File: src/rtl/bcd_digit_serializer.sv
// Captures a packed DIGIT-digit BCD word and emits it MSD first, one nibble per beat,
// tagging the LSD and flagging nibbles > 9. Define BCD_LZS_EN for leading-zero suppression.
module bcd_digit_serializer #(
  parameter int unsigned DIGIT = 2
) (
  input  logic               clk,
  input  logic               rst,
  input  logic               in_valid,
  output logic               in_ready,
  input  logic [DIGIT*4-1:0] in_bcd,
  output logic               out_valid,
  input  logic               out_ready,
  output logic [3:0]         out_digit,
  output logic               out_last,
  output logic               out_err
);

  localparam int unsigned W  = DIGIT * 4;
  localparam int unsigned IW = (DIGIT > 1) ? $clog2(DIGIT) : 1;

  typedef enum logic {
    IDLE = 1'b0,
    SEND = 1'b1
  } state_t;

  state_t        state, state_nxt;
  logic [W-1:0]  word_q, word_nxt;
  logic [IW-1:0] idx, idx_nxt;
  logic [IW-1:0] start_idx;
  logic [3:0]    digit_nxt, first_nib, next_nib;
  logic          last_nxt, err_nxt;

  // Select nibble i of a word without a variable-width part-select.
  function automatic logic [3:0] nibble(input logic [W-1:0] w, input logic [IW-1:0] i);
    nibble = 4'd0;
    for (int unsigned k = 0; k < DIGIT; k++) begin
      if (IW'(k) == i) nibble = w[4*k +: 4];
    end
  endfunction

  assign in_ready  = (state == IDLE);
  assign out_valid = (state == SEND);

  always_ff @(posedge clk or posedge rst) begin
    if (rst) begin
      state     <= IDLE;
      word_q    <= '0;
      idx       <= '0;
      out_digit <= 4'd0;
      out_last  <= 1'b0;
      out_err   <= 1'b0;
    end else begin
      state     <= state_nxt;
      word_q    <= word_nxt;
      idx       <= idx_nxt;
      out_digit <= digit_nxt;
      out_last  <= last_nxt;
      out_err   <= err_nxt;
    end
  end

  always_comb begin
    state_nxt = state;
    word_nxt  = word_q;
    idx_nxt   = idx;
    digit_nxt = out_digit;
    last_nxt  = out_last;
    err_nxt   = out_err;

`ifdef BCD_LZS_EN
    // Highest non-zero nibble starts the word; an all-zero word emits only the LSD.
    start_idx = '0;
    for (int unsigned k = 0; k < DIGIT; k++) begin
      if (in_bcd[4*k +: 4] != 4'd0) start_idx = IW'(k);
    end
`else
    start_idx = IW'(DIGIT - 1);
`endif

    first_nib = nibble(in_bcd, start_idx);
    next_nib  = nibble(word_q, idx - IW'(1));

    case (state)
      IDLE: begin
        if (in_valid) begin
          state_nxt = SEND;
          word_nxt  = in_bcd;
          idx_nxt   = start_idx;
          digit_nxt = first_nib;
          last_nxt  = (start_idx == '0);
          err_nxt   = (first_nib > 4'd9);
        end
      end
      SEND: begin
        if (out_ready) begin
          if (out_last) begin
            state_nxt = IDLE;
            digit_nxt = 4'd0;
            last_nxt  = 1'b0;
            err_nxt   = 1'b0;
          end else begin
            idx_nxt   = idx - IW'(1);
            digit_nxt = next_nib;
            last_nxt  = (idx_nxt == '0);
            err_nxt   = (next_nib > 4'd9);
          end
        end
      end
      default: state_nxt = IDLE;
    endcase
  end

endmodule

File: config.mk
export PLATFORM = sky130hd
export DESIGN_NAME = bcd_digit_serializer
export DESIGN_NICKNAME = d
export VERILOG_FILES = /design/src/rtl/bcd_digit_serializer.sv
export SDC_FILE = /design/constraint.sdc
export NUM_CORES = 1
export LEC_CHECK = 0
export ABC_CLOCK_PERIOD_IN_PS = 1500
export CAP_MARGIN = 40
export CELL_PAD_IN_SITES_DETAIL_PLACEMENT = 2
export CELL_PAD_IN_SITES_GLOBAL_PLACEMENT = 2
export CORE_ASPECT_RATIO = 1.5
export CORE_MARGIN = 1
export CORE_UTILIZATION = 31
export CTS_BUF_LIST = sky130_fd_sc_hd__clkbuf_8
export DETAILED_ROUTE_END_ITERATION = 6
export PLACE_DENSITY_LB_ADDON = 0.1
export SLEW_MARGIN = 20
export SYNTH_ARGS = -nofsm -noshare
export SYNTH_HDL_FRONTEND = slang
export SYNTH_SLANG_ARGS = --single-unit
File: constraint.sdc
create_clock -name clk -period 1.5 [get_ports clk]
set_input_delay 0.3 -clock clk [delete_from_list [all_inputs] [get_ports clk]]
set_output_delay 0.3 -clock clk [all_outputs]
set_load 0.01 [all_outputs]
==> impl_metrics.json <==
{
  "gp_congestion": 0.696,
  "die-area_mm2": 0.00264,
  "regToRegEndpoint": "out_digit[1]",
  "endpoint_kind": "output pin",
  "gr-usage-met1_pct": 19.7,
  "rsz0062_at_grt": "no",
  "arrival_ps": 1150,
  "ff_latch_area_um2": 402,
  "wl_per_cell_um": 16.4,
  "cp_slowest_stage_delay_ps": 560,
  "drive_above_1_share_pct": 28.1,
  "drc": 0,
  "ir_drop_v": 0.000923,
  "avgSynthCellArea_um2": 12.4,
  "cp_max_fo": 2,
  "worst_slack_ps": 49.2,
  "dp.cells": 107,
  "ys_types": 23,
  "clk_latency_ps": 240,
  "required_ps": 1200,
  "drt_iter0_markers": 8,
  "slew_headroom_pct": 67.7,
  "path_class": "flip-flop to output pin",
  "fin_util_pct": 47.2,
  "clock_sinks": 16,
  "critPathLaunchType": "flip-flop",
  "synth_area_leaders": "dfrtp_1 53%, mux2_2 15%, mux2i_1 5.3%",
  "dp_slack_ps": -140,
  "gr-total-overflow": 0,
  "grt_usage_pct": 16.4,
  "grt.busiest_layer": "met2",
  "grt_pass1_vias": 659,
  "status": "finished, final reports clean",
  "grt.met2_usage_pct": 29.4,
  "powerDensity_mw_per_mm2": 2010,
  "path_delay_family": "buffers and inverters",
  "ys_ff_latch": 16,
  "path_buf_inv": 1,
  "port_buffers": 19,
  "max-cap-violations": 0,
  "final_common_cell": "clkdlybuf4s50_1",
  "syn_nets": 73,
  "fin_nets": 102,
  "synth.yosys.warnings": 0,
  "hold_path.class": "primary input to async pin",
  "antenna_found_initial": 0,
  "cp_slowest_cell": "clkdlybuf4s50_1",
  "final_cell_mix": "17 x clkdlybuf4s50_1, 15 x dfrtp_1, 10 x mux2_2, 8 x buf_4",
  "wl_um": 1840,
  "period_share_pct": 96.7,
  "synth_top_area_share_pct": 53.1,
  "htreeDepth": 1,
  "worst_clock_skew_ps": 3.44,
  "p_leak_nw": 0.468,
  "cp-startpoint": "out_last",
  "numCtsBuffers": 3,
  "r2r_setup_slack_ps": 130,
  "ioPinCount": 20,
  "viasPerCell": 5.23,
  "synth_top_area_cell": "dfrtp_1",
  "cts.reportedPaths.clkPinSlew_ps": 60,
  "reg2reg_from": "idx",
  "first_pass_iters": 3,
  "cts_tree": "built",
  "worst_pin_slew_ps": 479,
  "multiInputGateArea_um2": 319,
  "fin_crit_ps": 1450,
  "finalSetupViolCount": 0,
  "syn-cell-area_um2": 754,
  "root_buffer": "clkbuf_8",
  "setup_tns_ps": 0,
  "grt_pass1_wl_um": 3310,
  "core_area_mm2": 0.00226,
  "slew_viol_final": 0,
  "cp_num_cells": 1,
  "hold_violations": 0,
  "use_met3_pct": 1.73,
  "placementRows": 21,
  "fmax_mhz": 689,
  "diodes": 0,
  "via_count": 586,
  "die_x_um": 42.3,
  "area.growth.synth_to_final_pct": 41.5,
  "antenna_left": 0,
  "grt_max_degree": 17,
  "synthCells": 61,
  "dp_hpwl_um": 1420,
  "clk_path_buf_depth": 2,
  "seq_area_frac_synth_pct": 53.1,
  "fill_cells": 245,
  "die_h_um": 62.4,
  "p_total_mw": 2.15,
  "finalNonFillerCells": 112,
  "rr_worst_depth": 3,
  "start_util_pct": 33.4,
  "path_cells": "clkdlybuf4s50_1"
}
==> stage by stage <==
stage	hold WS, ps	area [um^2]
2_1_floorplan	214	754
3_3_place_gp	473	1000
3_5_place_dp	483	1000
4_1_cts	379	1060
5_1_grt	418	1070
6_report	374	1070
==> worst max path at each step <==
stage | end | slack (ps)
after floorplan | out_digit[1] | 310
after global placement | out_digit[2] | -90
after detailed placement | out_digit[1] | -140
after CTS | out_valid | 20
after global routing | out_last | 9
final | out_last | 50
==> cell usage after synthesis <==
| library cell | n |
|---|---|
| buf_4 | 1 |
| nand2_1 | 2 |
| buf_2 | 1 |
| nor3_1 | 1 |
| a21oi_1 | 1 |
| mux2i_1 | 4 |
| a221oi_1 | 1 |
| o21a_1 | 3 |
| inv_2 | 1 |
| a2111oi_2 | 1 |
| a31oi_1 | 1 |
| o22a_1 | 2 |
| inv_1 | 2 |
| o311ai_0 | 2 |
| nor2_1 | 3 |
| a22oi_1 | 2 |
| nand3_1 | 1 |
| dfrtp_1 | 16 |
| nand2b_1 | 2 |
| nor2b_1 | 2 |
| mux2_2 | 10 |
| o21ai_0 | 1 |
| buf_6 | 1 |
==> final cells by class <==
cell class | instances | share of cell area [%]
Sequential cell | 16 | 37.6
Multi-Input combinational cell | 39 | 29.9
Timing Repair Buffer | 27 | 23.6
Clock buffer | 4 | 5.16
Tap cell | 23 | 2.70
Inverter | 3 | 1.06
==> cells by family after synthesis <==
kind of cell    Yosys count  share of synthesized area, %
compound gates           14                          14.9
buf+inv                   6                          4.64
simple gates             11                          7.13
mux                      14                          20.2
flops                    16                          53.1
==> registers in the layout, indices dropped and copies added (netlist names) <==
name,cells
idx,1
out_digit,4
out_err,1
out_last,1
out_valid,1
word_q,8
==> routing by layer <==
metal	up-vias	part of all wire, %	wire length, um
met5	-	0	0
met4	0	1.0	19
met3	2	2.4	45
met2	11	57	1050
met1	297	39	725
li1	276	-	-
==> power breakdown <==
part | total (mW) | internal (mW) | switching (mW)
combinational | 0.982 | 0.566 | 0.416
sequential | 0.793 | 0.652 | 0.141
clock | 0.373 | 0.232 | 0.141
total | 2.15 | 1.45 | 0.698
==> what timing repair did <==
action                                 4_1_cts  5_1_grt
setup endpoints to repair                    2        1
endpoints found under the hold margin        0        0
resized for setup                            2        1
buffers inserted                             1        0
pin swaps                                    0        0
hold buffers                                 0        0
==> tightest hold or removal path: stages <==
cell             delay, ps
clkdlybuf4s50_1        400
inv_1                   50
buf_4                  230
Power figures use the tool's default switching activity.
